[src/rtl/push_scheduler.sv]
`default_nettype none
// ============================================================================
// Module   : push_scheduler
// Purpose  : Sequences the dual particle pusher over a run of timesteps. Each
//            step streams particle pairs from particle memory into the pusher,
//            follows them with noop flush cycles to drain the pipeline, counts
//            retired pairs from the pusher's done pulses and then hands back to
//            the field solver. Issue is held off while a UART bmag upload owns
//            the shared bmag BRAM port.
// Ports    : clk_i          system clock, rising edge
//            rst_ni         asynchronous active-low reset
//            start_i        run start pulse (accepted only in IDLE, ui_busy low)
//            num_pairs_i    pairs per step, sampled on accepted start
//            num_steps_i    steps per run, sampled on accepted start
//            solver_ready_i field grid valid for the next push
//            ui_busy_i      UART bmag upload in progress
//            prd_en_o       particle memory read enable
//            prd_addr_o     particle pair read address
//            push_valid_o   pusher valid (aligned with memory read data)
//            push_noop_o    pusher noop (flush cycle)
//            push_done_i    pusher retired one non-noop pair
//            step_done_o    one-cycle pulse at end of each step
//            all_done_o     one-cycle pulse at end of run
//            busy_o         high in every state except IDLE
//            step_count_o   completed steps in the current run
//            err_o          sticky: done pulse with nothing outstanding
// Revision : 1.0 - initial release
// ============================================================================
module push_scheduler #(
  parameter int PADDR_W   = 16,
  parameter int STEP_W    = 16,
  parameter int FLUSH_LEN = 8
) (
  input  logic               clk_i,
  input  logic               rst_ni,
  input  logic               start_i,
  input  logic [PADDR_W-1:0] num_pairs_i,
  input  logic [STEP_W-1:0]  num_steps_i,
  input  logic               solver_ready_i,
  input  logic               ui_busy_i,
  output logic               prd_en_o,
  output logic [PADDR_W-1:0] prd_addr_o,
  output logic               push_valid_o,
  output logic               push_noop_o,
  input  logic               push_done_i,
  output logic               step_done_o,
  output logic               all_done_o,
  output logic               busy_o,
  output logic [STEP_W-1:0]  step_count_o,
  output logic               err_o
);

  localparam int FC_W = (FLUSH_LEN > 1) ? $clog2(FLUSH_LEN) : 1;
  localparam logic [FC_W-1:0] FLUSH_LAST = FC_W'(FLUSH_LEN - 1);

  typedef enum logic [2:0] {
    S_IDLE        = 3'd0,
    S_WAIT_SOLVER = 3'd1,
    S_ISSUE       = 3'd2,
    S_FLUSH       = 3'd3,
    S_DRAIN       = 3'd4,
    S_STEP_END    = 3'd5,
    S_FINISH      = 3'd6
  } state_e;

  state_e             state_q, state_d;
  logic [PADDR_W-1:0] num_pairs_q, num_pairs_d;
  logic [STEP_W-1:0]  num_steps_q, num_steps_d;
  logic [PADDR_W-1:0] idx_q, idx_d;
  logic [PADDR_W-1:0] issued_q, issued_d;
  logic [PADDR_W-1:0] retired_q, retired_d;
  logic [FC_W-1:0]    flush_cnt_q, flush_cnt_d;
  logic [STEP_W-1:0]  step_count_q, step_count_d;
  logic               err_q, err_d;
  logic               push_valid_q, push_valid_d;
  logic               push_noop_q, push_noop_d;

  logic               rd_en;
  logic               flush_issue;
  logic               step_pulse;
  logic               done_pulse;

  always_comb begin
    state_d      = state_q;
    num_pairs_d  = num_pairs_q;
    num_steps_d  = num_steps_q;
    idx_d        = idx_q;
    issued_d     = issued_q;
    retired_d    = retired_q;
    flush_cnt_d  = flush_cnt_q;
    step_count_d = step_count_q;
    err_d        = err_q;
    rd_en        = 1'b0;
    flush_issue  = 1'b0;
    step_pulse   = 1'b0;
    done_pulse   = 1'b0;

    // A pair is issued to the pusher when its read data arrives, one cycle
    // after the read; noop flush beats do not count.
    if (push_valid_q && !push_noop_q) begin
      issued_d = issued_q + PADDR_W'(1);
    end

    // A done pulse with nothing outstanding is a pusher protocol fault; it is
    // flagged and not counted so the step can still complete.
    if ((state_q != S_IDLE) && push_done_i) begin
      if (retired_q == issued_q) begin
        err_d = 1'b1;
      end else begin
        retired_d = retired_q + PADDR_W'(1);
      end
    end

    unique case (state_q)
      S_IDLE: begin
        if (start_i && !ui_busy_i) begin
          num_pairs_d  = num_pairs_i;
          num_steps_d  = num_steps_i;
          step_count_d = '0;
          err_d        = 1'b0;
          idx_d        = '0;
          issued_d     = '0;
          retired_d    = '0;
          if ((num_pairs_i == '0) || (num_steps_i == '0)) begin
            state_d = S_FINISH;
          end else begin
            state_d = S_WAIT_SOLVER;
          end
        end
      end

      S_WAIT_SOLVER: begin
        if (solver_ready_i && !ui_busy_i) begin
          state_d = S_ISSUE;
        end
      end

      S_ISSUE: begin
        if (!ui_busy_i) begin
          rd_en = 1'b1;
          idx_d = idx_q + PADDR_W'(1);
          if (idx_q == num_pairs_q - PADDR_W'(1)) begin
            flush_cnt_d = '0;
            state_d     = S_FLUSH;
          end
        end
      end

      S_FLUSH: begin
        // Noops go through the same one-cycle output register as reads so
        // they follow the last data beat without a gap or overlap.
        if (!ui_busy_i) begin
          flush_issue = 1'b1;
          if (flush_cnt_q == FLUSH_LAST) begin
            state_d = S_DRAIN;
          end else begin
            flush_cnt_d = flush_cnt_q + FC_W'(1);
          end
        end
      end

      S_DRAIN: begin
        if (retired_q == issued_q) begin
          state_d = S_STEP_END;
        end
      end

      S_STEP_END: begin
        step_pulse   = 1'b1;
        step_count_d = step_count_q + STEP_W'(1);
        if (step_count_q + STEP_W'(1) == num_steps_q) begin
          state_d = S_FINISH;
        end else begin
          idx_d     = '0;
          issued_d  = '0;
          retired_d = '0;
          state_d   = S_WAIT_SOLVER;
        end
      end

      S_FINISH: begin
        done_pulse = 1'b1;
        state_d    = S_IDLE;
      end

      default: begin
        state_d = S_IDLE;
      end
    endcase

    push_valid_d = rd_en | flush_issue;
    push_noop_d  = flush_issue;
  end

  always_ff @(posedge clk_i or negedge rst_ni) begin
    if (!rst_ni) begin
      state_q      <= S_IDLE;
      num_pairs_q  <= '0;
      num_steps_q  <= '0;
      idx_q        <= '0;
      issued_q     <= '0;
      retired_q    <= '0;
      flush_cnt_q  <= '0;
      step_count_q <= '0;
      err_q        <= 1'b0;
      push_valid_q <= 1'b0;
      push_noop_q  <= 1'b0;
    end else begin
      state_q      <= state_d;
      num_pairs_q  <= num_pairs_d;
      num_steps_q  <= num_steps_d;
      idx_q        <= idx_d;
      issued_q     <= issued_d;
      retired_q    <= retired_d;
      flush_cnt_q  <= flush_cnt_d;
      step_count_q <= step_count_d;
      err_q        <= err_d;
      push_valid_q <= push_valid_d;
      push_noop_q  <= push_noop_d;
    end
  end

  assign prd_en_o     = rd_en;
  assign prd_addr_o   = idx_q;
  assign push_valid_o = push_valid_q;
  assign push_noop_o  = push_noop_q;
  assign step_done_o  = step_pulse;
  assign all_done_o   = done_pulse;
  assign busy_o       = (state_q != S_IDLE);
  assign step_count_o = step_count_q;
  assign err_o        = err_q;

endmodule
`default_nettype wire

[config.mk]
export PLATFORM = sky130hd
export DESIGN_NAME = push_scheduler
export DESIGN_NICKNAME = d
export VERILOG_FILES = /design/src/rtl/push_scheduler.sv
export SDC_FILE = /design/constraint.sdc
export NUM_CORES = 1
export LEC_CHECK = 0
export BUFFER_PORTS_ARGS = -buffer_cell sky130_fd_sc_hd__buf_2
export CAP_MARGIN = 20
export CORE_MARGIN = 2
export CORE_UTILIZATION = 30
export DETAILED_ROUTE_END_ITERATION = 6
export GPL_TIMING_DRIVEN = 0
export PLACE_DENSITY = 0.52
export RECOVER_POWER = 25
export SLEW_MARGIN = 30
export SYNTH_ARGS = -nofsm -noshare
export SYNTH_HDL_FRONTEND = slang
export SYNTH_SLANG_ARGS = --single-unit
[constraint.sdc]
create_clock -name clk_i -period 2.9 [get_ports clk_i]
set_clock_uncertainty 0.1 [all_clocks]
set_input_delay 0.29 -clock clk_i [delete_from_list [all_inputs] [get_ports clk_i]]
set_output_delay 0.29 -clock clk_i [all_outputs]
set_load 0.005 [all_outputs]
Word level (Yosys, flattened, before mapping)

Cells that the tools add are included.

Add/sub/neg operators: 6
$mul: 0
Divide/modulo/power cells: 0
$lt $le $gt $ge: 0
Equality and inequality tests: 19
Shift-type cells: 0
Mux-type cells: 38
Bitwise operators: 1
Reduce and logical (&&, ||, !) cells: 19

Operators with widths:

| operator                                                              | count |
|---|---|
| 16-bit two-way mux                                                    | 10 |
| 16-bit one-hot mux with 2 select lines                                | 3 |
| 16-bit by 1-bit adder with 16-bit output (second input constant)      | 4 |
| 16-bit == test                                                        | 3 |
| 16-bit one-hot mux with 3 select lines                                | 1 |
| 3-bit two-way mux                                                     | 13 |
| 16-bit zero test                                                      | 2 |
| 2-bit != test (second input constant)                                 | 9 |
| 3-bit one-hot mux with 6 select lines                                 | 1 |
| 16-bit by 1-bit subtractor with 16-bit output (second input constant) | 1 |
| 3-bit == test (second input constant)                                 | 4 |
| 1-bit two-way mux                                                     | 9 |
| 7-bit AND reduction                                                   | 1 |
| 3-bit by 2-bit == test with 1-bit output (second input constant)      | 2 |
| 3-bit one-hot mux with 2 select lines                                 | 1 |
| 3-bit nonzero test                                                    | 2 |
| 5-bit AND reduction                                                   | 1 |
| 1-bit logical AND                                                     | 4 |
| 2-bit AND reduction                                                   | 2 |
| 4-bit AND reduction                                                   | 1 |
| 2-bit nonzero test                                                    | 2 |
| 3-bit by 1-bit adder with 3-bit output (second input constant)        | 1 |
| 3-bit by 1-bit == test with 1-bit output (second input constant)      | 1 |
| 3-bit zero test                                                       | 1 |
| 3 further kinds                                                       | 4 |

Register bits: 105
Bits in latches: 0
Bits in writable memories: 0
Memory bits (read-only): 0
Input port bits: 38
Output and inout bits: 39
Logic and storage cells: 94
Memories: 0

Depth between registers and ports, before layout

Gate-level depths: netlist (run 1).

Depth in word-level cells: 5
Mapped depth: 11
Depth with buffers taken out: 10

Worst setup path after synthesis (run 1)

OpenSTA, ideal clock, no wires.

Kind: register to register
Start: register step_count_q[0] (netlist: step_count_o[0])
End: register idx_q[12] (netlist: prd_addr_o[12])
Setup time: 79 ps
Data arrival time: 2,395 ps
Data required time: 2,721 ps
Path slack: 326 ps
Stages on the path, launching flop included: 10
Path buffers: 0
Period minus slack after synthesis: 2,574 ps
Cell sequence: dfrtp_1 -> ha_1 -> nand2_1 -> or3_1 -> o211ai_1 -> nor4_1 -> nand2_1 -> o31ai_4 -> a2111oi_0 -> mux2i_1

Longest elaborated chain between the ends: 4

Ends and longest elaborated chain:

| item                                     | line | text |
|---|---|---|
| from (decl)                              | 73   | `logic [STEP_W-1:0] step_count_q, step_count_d;` |
| from (signal assigned)                   | 216  | `step_count_q <= step_count_d;` |
| 16-bit by 1-bit adder with 16-bit output | 171  | `if (step_count_q + STEP_W'(1) == num_steps_q) begin` |
| 16-bit == test                           | 171  |  |
| 2-bit != test (no line)                  | n/a  |  |
| 4-bit AND reduction (no line)            | n/a  |  |
| to (signal assigned)                     | 212  | `idx_q <= idx_d;` |
| to (decl)                                | 69   | `logic [PADDR_W-1:0] idx_q, idx_d;` |

No other way between the ends.
A chain may end at the register's enable or synchronous reset.

Worst setup path after layout (run 1)

Start: register step_count_q[2] (netlist: step_count_o[2])
End: register idx_q[5] (netlist: prd_addr_o[5])

Same word-level chain as after synthesis.

==> qor.yml, run 1 <==
status:
  status: "complete, no violations"
yosys:
  netlist_area_mm2: 0.00653
  yosysWarningCount: 0
  async_flop_share_pct: 100
  yosys_most_used_dff: "dfrtp_1"
  synth-xor-area-share_pct: 10.5
  syn_area_per_cell_um2: 8.44
  postSynthCellCount: 774
  synthSimpleGateAreaFrac_pct: 28.3
  seq_area_frac_synth_pct: 40.2
  synth-seq-cells: 105
  synth_compound_gate_area_share_pct: 12.6
  synth_nets: 819
  yosysUniqueCellTypes: 66
  synth-adder-area-share_pct: 1.34
  synth-edff-count: 0
  synth_top_family_by_area: "simple AND/OR/NAND/NOR gates"
  synth_mux_area_share_pct: 3.28
route:
  wl_um: 19000
  drt.antenna.violating_nets: 0
  drtIter0Drc: 434
  firstDrtPassIters: 4
  drc: 0
  vias: 5907
  vias_per_cell: 5.11
  wire_per_inst_um: 16.4
hold_path:
  hp-class: "in2reg"
pwr:
  powerDensity_mw_per_mm2: 792
  leakage_nw: 3.48
  max-vdd-ir-drop_mv: 0.402
finish:
  drive_gt1_share_pct: 19.8
  final_cells: 1157
  layout.nets: 921
  final_cell_mix: "nand2_1, dfrtp_1, buf_2, nor2_1, o21ai_0"
  final_cell_area_mm2: 0.00790
  area_delta_synth_final_pct: 21.0
  final_common_cell: "nand2_1"
clock_network:
  htree_levels: 3
  cts_sinks: 105
  cts_tree: "yes"
  clk_path_buf_depth: 2
  cts-root-buf: "clkbuf_16"
  cts_buffers: 9
  clk_pin_slew_ns: 0.08
  clk_latency_ns: 0.36
floorplanning:
  die_h_um: 152
  dieWidth_um: 152
  core_area_mm2: 0.0212
  die_area_mm2: 0.0230
  core.rowCount: 53
  initial_utilization_pct: 30.8
  ios: 77
sta:
  hold_violations: 0
  relSlewSlack_pct: 19.5
  period_needed_ns: 2.84
  period_share_pct: 98.1
  rsz0062_at_grt: "true"
  setup_viol_count_final: 0
  tightest_slew_ns: 1.21
  max_freq_ghz: 0.352
  drv_slew: 0
critical_path:
  cp_data_required_time_ns: 3.04
  crit_chain: "clkbuf_4 -> and3_4 -> a211o_1 -> nand3_1 -> nor4_1 -> nand4_1 -> o31ai_4 -> buf_2 -> a21oi_1 -> mux2i_1"
  start_kind: "flip-flop"
  worstPathBufferInverterCount: 2
  crit_type: "reg2reg"
  slowest_delay_ns: 0.46
  cp.arrival_ns: 2.99
  path_delay_family: "simple AND/OR/NAND/NOR gates"
  cp_max_fo: 9
  setup.worst_path.end_class: "flip-flop"
  cpMaxStageDelayCell: "o31ai_4"
job:
  maxCapViolations: 0
placed_design:
  hpwl_um: 13800
  gp_congestion: 0.810
  dpl.cell_count: 1126
  placed_area_mm2: 0.00729
  port_buffers: 76
grt:
  antenna_found_initial: 1
  grt_overflow: 0
  grt_pass1_vias: 5683
  grt_pass1_wl_um: 30200
  track_usage_pct: 16.9
  grt_max_degree: 61
## cell type report
class / instances / area, um2
Multi-Input combinational cell: 612 / 3830
Timing Repair Buffer: 93 / 508
Tap cell: 275 / 344
Sequential cell: 105 / 2640
Fill cell: 2240 / 13300
Clock inverter: 5 / 78.8
Antenna cell: 1 / 2.50
Buffer: 37 / 189
Clock buffer: 11 / 243
Inverter: 18 / 68.8
## per-stage QoR
step / TNS [ns] / total power [W] / hold slack [ns] / utilization, % / setup slack [ns]
detailed placement: -13.71 / 0.00468 / 0.127 / 34.4 / -0.425
global placement: -10.66 / 0.00465 / 0.387 / 34.2 / -0.398
CTS: 0 / 0.00619 / 0.0259 / 36.5 / 0.0135
global route: -0.711 / 0.00675 / 0.0284 / 37.2 / -0.0997
floorplan: 0 / 0.00395 / -0.106 / - / 0.326
finish: 0 / 0.00626 / 0.0386 / 37.2 / 0.0551
## repair_timing
item / 4_1_cts / 5_1_grt
setup endpoints to repair: 52 / 52
resized for setup: 21 / 28
buffers inserted: 2 / 12
pin swaps: 3 / 10
hold endpoints to repair: 45 / 0
cloned: 0 / 2
hold buffers: 1 / 0
## per-layer routing
metal	track usage, %	vias up	wire length, um
li1	-	2921	-
met1	23.7	2861	9250
met2	26.6	111	8710
met3	3.32	14	807
met4	4.31	0	250
met5	0	-	0
## worst min-delay path, delay by kind of cell
family                 cells  cell delay, ns
and+or+nand+nor            2            0.08
buffers and inverters      1            0.09
## cells in the mapped netlist, drive strengths merged (17+ instances only)
master | instances | area [um2]
nand2 | 136 | 510
dfrtp | 105 | 2630
nor2 | 74 | 285
o21ai | 59 | 295
xnor2 | 56 | 490
a21oi | 31 | 155
nand3 | 31 | 160
clkbuf | 28 | 106
nand4 | 23 | 159
xor2 | 22 | 193
mux2i | 18 | 180
nor4 | 18 | 146
inv | 17 | 63.8
or2 | 17 | 106
## worst paths after layout
path	to	from	depth (start not counted)	slack (ns)
worst max-delay path	prd_addr_o[5]	step_count_o[2]	10	0.06
worst min-delay path	num_steps_q[1]	num_steps_i[1]	3	0.04
worst max register to register	prd_addr_o[5]	step_count_o[2]	10	0.06
worst min register to register	num_steps_q[9]	num_steps_q[9]	2	0.41
max in group asynchronous	step_count_o[10]	rst_ni	3	0.44
min in group asynchronous	issued_q[1]	rst_ni	2	0.62
## state kept, by name (all words and copies together) (netlist names), 3 cells and up
signal	cells
issued_q	16
num_steps_q	16
prd_addr_o	16
step_count_o	16
state_q	3
num_pairs_q	16
flush_cnt_q	3
retired_q	16
## kinds of logic after synthesis
logic type | Yosys count
adder cells (fa/ha/maj) | 7
flip-flops | 105
AO/OA/AOI/OAI | 136
buffers and inverters | 58
AND/OR/NAND/NOR | 369
XOR/XNOR | 78
multiplexers | 21
## power breakdown
part | internal [W] | leakage, nW | total, W | switching [W]
Combinational | 0.00112 | 1.93 | 0.00263 | 0.00150
Sequential | 0.00183 | 1.39 | 0.00225 | 0.000426
Clock | 0.000782 | 0.159 | 0.00138 | 0.000598
(Power assumes the default switching activity.)
==> run 2: changes to the inputs <==
Settings changed: BUFFER_PORTS_ARGS -buffer_cell sky130_fd_sc_hd__buf_2 to not set, CORE_UTILIZATION 30 to 64, DONT_BUFFER_PORTS set to 1, PLACE_DENSITY 0.52 to 0.85.
==> run 2 against run 1 <==
  * Cell area shrank 5.3%
  * Wire length down 2.5%
  * Sequential share of layout area rose by 1.8 points
  * Core utilization up 39 points
  * The run now ends with negative setup slack left
  * Critical endpoint is now prd_addr_o[11]
  * Combinational power down 2%
  * Total power down 8.1%
  * Largest power group unchanged
==> qor.yml, run 2 (synthesis results as in run 1) <==
job:
  maxCapViolations: 0  # unchanged
clock_network:
  cts_tree: "yes"  # unchanged
  clk_path_buf_depth: 2  # unchanged
  cts_sinks: 105  # unchanged
  cts-root-buf: "clkbuf_8"  # was clkbuf_16
  cts_buffers: 9  # unchanged
  clk_pin_slew_ns: 0.11  # was 0.08 ns
  htree_levels: 3  # unchanged
  clk_latency_ns: 0.39  # was 0.36 ns
route:
  wire_per_inst_um: 19.2  # was 16.4 um
  drc: 0  # unchanged
  drt.antenna.violating_nets: 0  # unchanged
  vias: 6250  # was 5907
  firstDrtPassIters: 6  # was 4
  wl_um: 18500  # was 19000 um
  vias_per_cell: 6.46  # was 5.11
  drtIter0Drc: 592  # was 434
critical_path:
  slowest_delay_ns: 0.45  # was 0.46 ns
  r2r_start: "step_count_o[3]"  # was step_count_o[2]
  worstPathBufferInverterCount: 2  # unchanged
  cpMaxStageDelayCell: "dfrtp_1"  # was o31ai_4
  cp.depth: 10  # unchanged
  setup.worst_path.end_class: "flip-flop"  # unchanged
  path_delay_family: "compound AO/OA/AOI/OAI gates"  # was simple AND/OR/NAND/NOR gates
  crit_chain: "clkbuf_4 -> nand3_1 -> o21ai_0 -> o211ai_1 -> nor4_1 -> nand2_1 -> o31ai_4 -> buf_6 -> a21oi_1 -> mux2i_1"  # was clkbuf_4 -> and3_4 -> a211o_1 -> nand3_1 -> nor4_1 -> nand4_1 -> o31ai_4 -> buf_2 -> a21oi_1 -> mux2i_1
  reg2reg_to: "prd_addr_o[11]"  # was prd_addr_o[5]
  cp_data_required_time_ns: 3.08  # was 3.04 ns
  crit_type: "reg2reg"  # unchanged
  r2r_cells: 10  # unchanged
  start_kind: "flip-flop"  # unchanged
  timing.reg2reg.setup_slack_ns: -0.05  # was 0.06 ns
  cp_max_fo: 10  # was 9
  cp.arrival_ns: 3.12  # was 2.99 ns
grt:
  grt_pass1_wl_um: 29600  # was 30200 um
  grt_max_degree: 106  # was 61
  track_usage_pct: 33.3  # was 16.9%
  grt_overflow: 0  # unchanged
  antenna_found_initial: 0  # was 1
  grt_pass1_vias: 6100  # was 5683
floorplanning:
  ios: 77  # unchanged
  initial_utilization_pct: 66.5  # was 30.8%
  die_area_mm2: 0.0110  # was 0.0230 mm2
  core.rowCount: 36  # was 53
  die_h_um: 105  # was 152 um
  dieWidth_um: 105  # was 152 um
  core_area_mm2: 0.00982  # was 0.0212 mm2
pwr:
  powerDensity_mw_per_mm2: 768  # was 792 mW/mm2
  max-vdd-ir-drop_mv: 0.563  # was 0.402 mV
  leakage_nw: 3.19  # was 3.48 nW
sta:
  tightest_slew_ns: 1.44  # was 1.21 ns
  relSlewSlack_pct: 3.93  # was 19.5%
  period_share_pct: 102  # was 98.1%
  setup_viol_count_final: 13  # was 0
  drv_slew: 0  # unchanged
  fin_ws_ns: -0.0489  # was 0.0551 ns
  rsz0062_at_grt: "true"  # unchanged
  hold_violations: 0  # unchanged
  max_freq_ghz: 0.339  # was 0.352 GHz
  holdWs_ns: 0.0849  # was 0.0386 ns
  period_needed_ns: 2.95  # was 2.84 ns
placed_design:
  gp_congestion: 0.967  # was 0.810
  dp_slack_ns: -0.268  # was -0.425 ns
  port_buffers: 0  # was 76
  hpwl_um: 12300  # was 13800 um
hold_path:
  hp-class: "in2reg"  # unchanged
  hold_end: "state_q[0]"  # was num_steps_q[1]
  min_path_cells: 2  # was 3
  worstHoldStart: "ui_busy_i"  # was num_steps_i[1]
finish:
  diodes: 0  # was 1
  area_delta_synth_final_pct: 14.6  # was 21.0%
  drive_gt1_share_pct: 10.5  # was 19.8%
  final_common_cell: "nand2_1"  # unchanged
  final_cell_mix: "nand2_1, dfrtp_1, nor2_1, o21ai_0, xnor2_1"  # was nand2_1, dfrtp_1, buf_2, nor2_1, o21ai_0
  layout.nets: 875  # was 921
  nFillCells: 684  # was 2240
status:
  status: "finished with violations"  # was complete, no violations
  violations: "negative setup slack"
-- run 2: cell types whose count changed in the layout (fill, tap and decap cells not counted), sizes merged --
cell	before	now
clkinvlp	0	1
inv	17	19
buf	97	20
dlygate4sd3	1	34
clkbuf	43	41
bufinv	2	0
nand4	24	23
diode	1	0
-- run 2: final cells by class --
class | count | area [um2] | area share [%]
repair buffers | 46 | 432 | 5.77
clock buffers | 10 | 128 | 1.71
multi-input cells | 611 | 3820 | 51.0
well taps | 133 | 166 | 2.22
plain buffers | 39 | 193 | 2.57
flip-flops and latches | 105 | 2630 | 35.2
clock inverters | 6 | 50.0 | 0.669
inverters | 18 | 68.8 | 0.919
-- run 2: report_power, final --
part	switching [W]	internal (W)	total [W]
combinational	0.00150	0.00107	0.00258
sequential	0.000462	0.00183	0.00229
clock	0.000560	0.000324	0.000884
total	0.00253	0.00322	0.00575
-- run 2: per-layer routing --
metal	vias up	global-route usage (%)	wire length [um]
met2	323	55.6	9040
met3	71	7.05	1550
met5	-	0	0
met4	0	14.3	660
met1	3044	41.8	7290
li1	2812	-	-
-- run 2: worst max path at each step --
stage,from,to,slack [ns]
global placement,step_count_o[2],issued_q[1],-0.09
finish,step_count_o[3],prd_addr_o[11],-0.05
global route,step_count_o[3],prd_addr_o[10],-0.16
floorplan,step_count_o[0],prd_addr_o[12],0.33
CTS,step_count_o[4],prd_addr_o[11],0.02
detailed placement,step_count_o[0],prd_addr_o[10],-0.27
-- run 2: stage by stage --
stage	total power, W	instance area [um2]	std cells	TNS (ns)	util (%)
global placement	0.00435	6700	907	-3.76	68.2
CTS	0.00551	7300	957	0	74.4
finish	0.00575	7480	968	-0.457	76.2
floorplan	0.00395	6530	774	0	-
detailed placement	0.00451	6700	907	-9.45	68.2
global route	0.00611	7480	968	-2.64	76.2
-- run 2: what timing repair did --
| item | CTS | global route |
|---|---|---|
| endpoints found under the hold margin | 138 | 0 |
| resized for setup | 14 | 27 |
| buffers inserted | 0 | 11 |
| hold buffers | 35 | 0 |
| setup endpoints to repair | 50 | 50 |
| pin swaps | 1 | 9 |
-- run 2: worst reg2reg max path, stage by stage, from the launching register on --
cell      delay [ns]
dfrtp_1         0.45
clkbuf_4        0.24
nand3_1         0.18
o21ai_0         0.21
o211ai_1        0.22
nor4_1          0.45
nand2_1         0.18
o31ai_4         0.38
buf_6           0.20
a21oi_1         0.10
mux2i_1         0.15
==> run 3: changes to the inputs <==
Settings changed: GPL_TIMING_DRIVEN 0 to not set.
==> run 3 against run 2 <==
  * The flow now finishes without violations
  * Clock power up 5.5%
  * Count of clock-buffer cells in the layout up 1
  * Wire length down 5.8%
  * Sequential share of layout area up 0.67 points
  * Total power down 1.4%
  * Combinational power down 6%
  * Maximum frequency up 5.6%
  * Register-to-register slack better by 0.16 ns
  * Cell area down 1.7%
  * Cell count down 2.2%
  * Non-clock buffer count down 20
  * First-iteration DRC count down 2.2%
  * Largest cell class unchanged
==> qor.yml, run 3 (synthesis results as in run 1) <==
status:
  status: "complete, no violations"  # was finished with violations
clock_network:
  clk_pin_slew_ns: 0.09  # was 0.11 ns
  cts_sinks: 105  # unchanged
  clk_latency_ns: 0.39  # about the same
  cts-root-buf: "clkbuf_8"  # unchanged
  cts_tree: "yes"  # unchanged
  htree_levels: 3  # unchanged
  cts_buffers: 9  # unchanged
  clk_path_buf_depth: 2  # unchanged
sta:
  relSlewSlack_pct: 2.77  # was 3.93%
  period_needed_ns: 2.79  # was 2.95 ns
  tightest_slew_ns: 1.46  # was 1.44 ns
  setup_tns_ns: 0  # was -0.457 ns
  hold_violations: 0  # unchanged
  fin_ws_ns: 0.107  # was -0.0489 ns
  holdWs_ns: 0.106  # was 0.0849 ns
  drv_slew: 0  # unchanged
  max_freq_ghz: 0.358  # was 0.339 GHz
  rsz0062_at_grt: "false"  # was true
  period_share_pct: 96.3  # was 102%
  setup_viol_count_final: 0  # was 13
grt:
  grt_pass1_wl_um: 28500  # was 29600 um
  grt_overflow: 0  # unchanged
  grt_max_degree: 106  # unchanged
  antenna_found_initial: 0  # unchanged
  grt_pass1_vias: 5909  # was 6100
  track_usage_pct: 32.3  # was 33.3%
critical_path:
  cpMaxStageDelayCell: "dfrtp_2"  # was dfrtp_1
  crit_start: "step_count_o[6]"  # was step_count_o[3]
  worstPathBufferInverterCount: 1  # was 2
  r2r_start: "step_count_o[6]"  # was step_count_o[3]
  crit_type: "reg2reg"  # unchanged
  timing.reg2reg.setup_slack_ns: 0.11  # was -0.05 ns
  cp.arrival_ns: 2.96  # was 3.12 ns
  slowest_delay_ns: 0.47  # was 0.45 ns
  cp_data_required_time_ns: 3.06  # was 3.08 ns
  path_delay_family: "simple AND/OR/NAND/NOR gates"  # was compound AO/OA/AOI/OAI gates
  setup.worst_path.end_class: "flip-flop"  # unchanged
  start_kind: "flip-flop"  # unchanged
  cp_max_fo: 10  # unchanged
  crit_chain: "nand4_4 -> nor4_4 -> xnor2_1 -> nor4_1 -> nand2_1 -> o31ai_4 -> buf_4 -> a211oi_1 -> mux2i_1"  # was clkbuf_4 -> nand3_1 -> o21ai_0 -> o211ai_1 -> nor4_1 -> nand2_1 -> o31ai_4 -> buf_6 -> a21oi_1 -> mux2i_1
route:
  drc: 0  # unchanged
  wire_per_inst_um: 18.5  # was 19.2 um
  wl_um: 17500  # was 18500 um
  firstDrtPassIters: 7  # was 6
  drtIter0Drc: 579  # was 592
  vias_per_cell: 6.41  # was 6.46
  vias: 6075  # was 6250
  drt.antenna.violating_nets: 0  # unchanged
finish:
  drive_gt1_share_pct: 10.4  # was 10.5%
  final_cells: 947  # was 968
  final_cell_mix: "nand2_1, dfrtp_1, nor2_1, o21ai_0, xnor2_1"  # unchanged
  diodes: 0  # unchanged
  area_delta_synth_final_pct: 12.6  # was 14.6%
  final_common_cell: "nand2_1"  # unchanged
  layout.nets: 855  # was 875
  fin_util_pct: 74.9  # was 76.2%
floorplanning:
  die_h_um: 105  # unchanged
  core_area_mm2: 0.00982  # unchanged
  dieWidth_um: 105  # unchanged
  die_area_mm2: 0.0110  # unchanged
  ios: 77  # unchanged
  core.rowCount: 36  # unchanged
  initial_utilization_pct: 66.5  # unchanged
pwr:
  leakage_nw: 3.12  # was 3.19 nW
  powerDensity_mw_per_mm2: 771  # was 768 mW/mm2
  max-vdd-ir-drop_mv: 0.536  # was 0.563 mV
hold_path:
  hp-class: "in2reg"  # unchanged
  worstHoldStart: "ui_busy_i"  # unchanged
placed_design:
  hpwl_um: 11600  # was 12300 um
  dpl.cell_count: 895  # was 907
  gp_congestion: 0.904  # was 0.967
  port_buffers: 0  # unchanged
  dp_slack_ns: -0.0221  # was -0.268 ns
job:
  maxCapViolations: 0  # unchanged
==> run 3: path summary, 6_finish.rpt <==
path	cells past startpoint	end
max in group asynchronous	2	step_count_o[4]
setup reg to reg	9	prd_addr_o[8]
setup / recovery	9	prd_addr_o[8]
min in group asynchronous	2	prd_addr_o[2]
hold reg to reg	2	num_steps_q[4]
hold / removal	2	state_q[0]
==> run 3: per-layer routing <==
| layer | up-vias | part of all wire (%) | track usage (%) | routed length (um) |
|---|---|---|---|---|
| met3 | 63 | 8.0 | 8.92 | 1400 |
| met5 | - | 0 | 0 | 0 |
| li1 | 2776 | - | - | - |
| met4 | 0 | 3.8 | 13.7 | 668 |
| met1 | 2929 | 40 | 40.1 | 6960 |
| met2 | 307 | 48 | 53.0 | 8440 |
==> run 3: repair_timing <==
| action | CTS | global route |
|---|---|---|
| resized for setup | 3 | 16 |
| hold buffers | 35 | 0 |
| endpoints found under the setup margin | 36 | 52 |
| hold endpoints to repair | 138 | 0 |
| buffers inserted | 0 | 2 |
| pin swaps | 1 | 2 |
==> run 3: through the flow <==
stage | area, um2 | total power [W]
after floorplan | 6530 | 0.00395
after global placement | 6730 | 0.00441
after detailed placement | 6730 | 0.00456
after CTS | 7300 | 0.00557
after global routing | 7360 | 0.00606
final | 7360 | 0.00567
==> run 3: area by class of cell <==
| class | count | area, um2 |
|---|---|---|
| Clock buffer | 11 | 141 |
| Clock inverter | 4 | 52.6 |
| Fill cell | 702 | 2460 |
| Inverter | 18 | 67.6 |
| Multi-Input combinational cell | 611 | 3720 |
| Sequential cell | 105 | 2640 |
| Tap cell | 133 | 166 |
| Timing Repair Buffer | 65 | 577 |
==> run 3: report_power, final <==
group,internal (W),total (W),switching (W)
clock,0.000422,0.000933,0.000511
combinational,0.00105,0.00243,0.00138
sequential,0.00183,0.00231,0.000485
total,0.00330,0.00567,0.00237
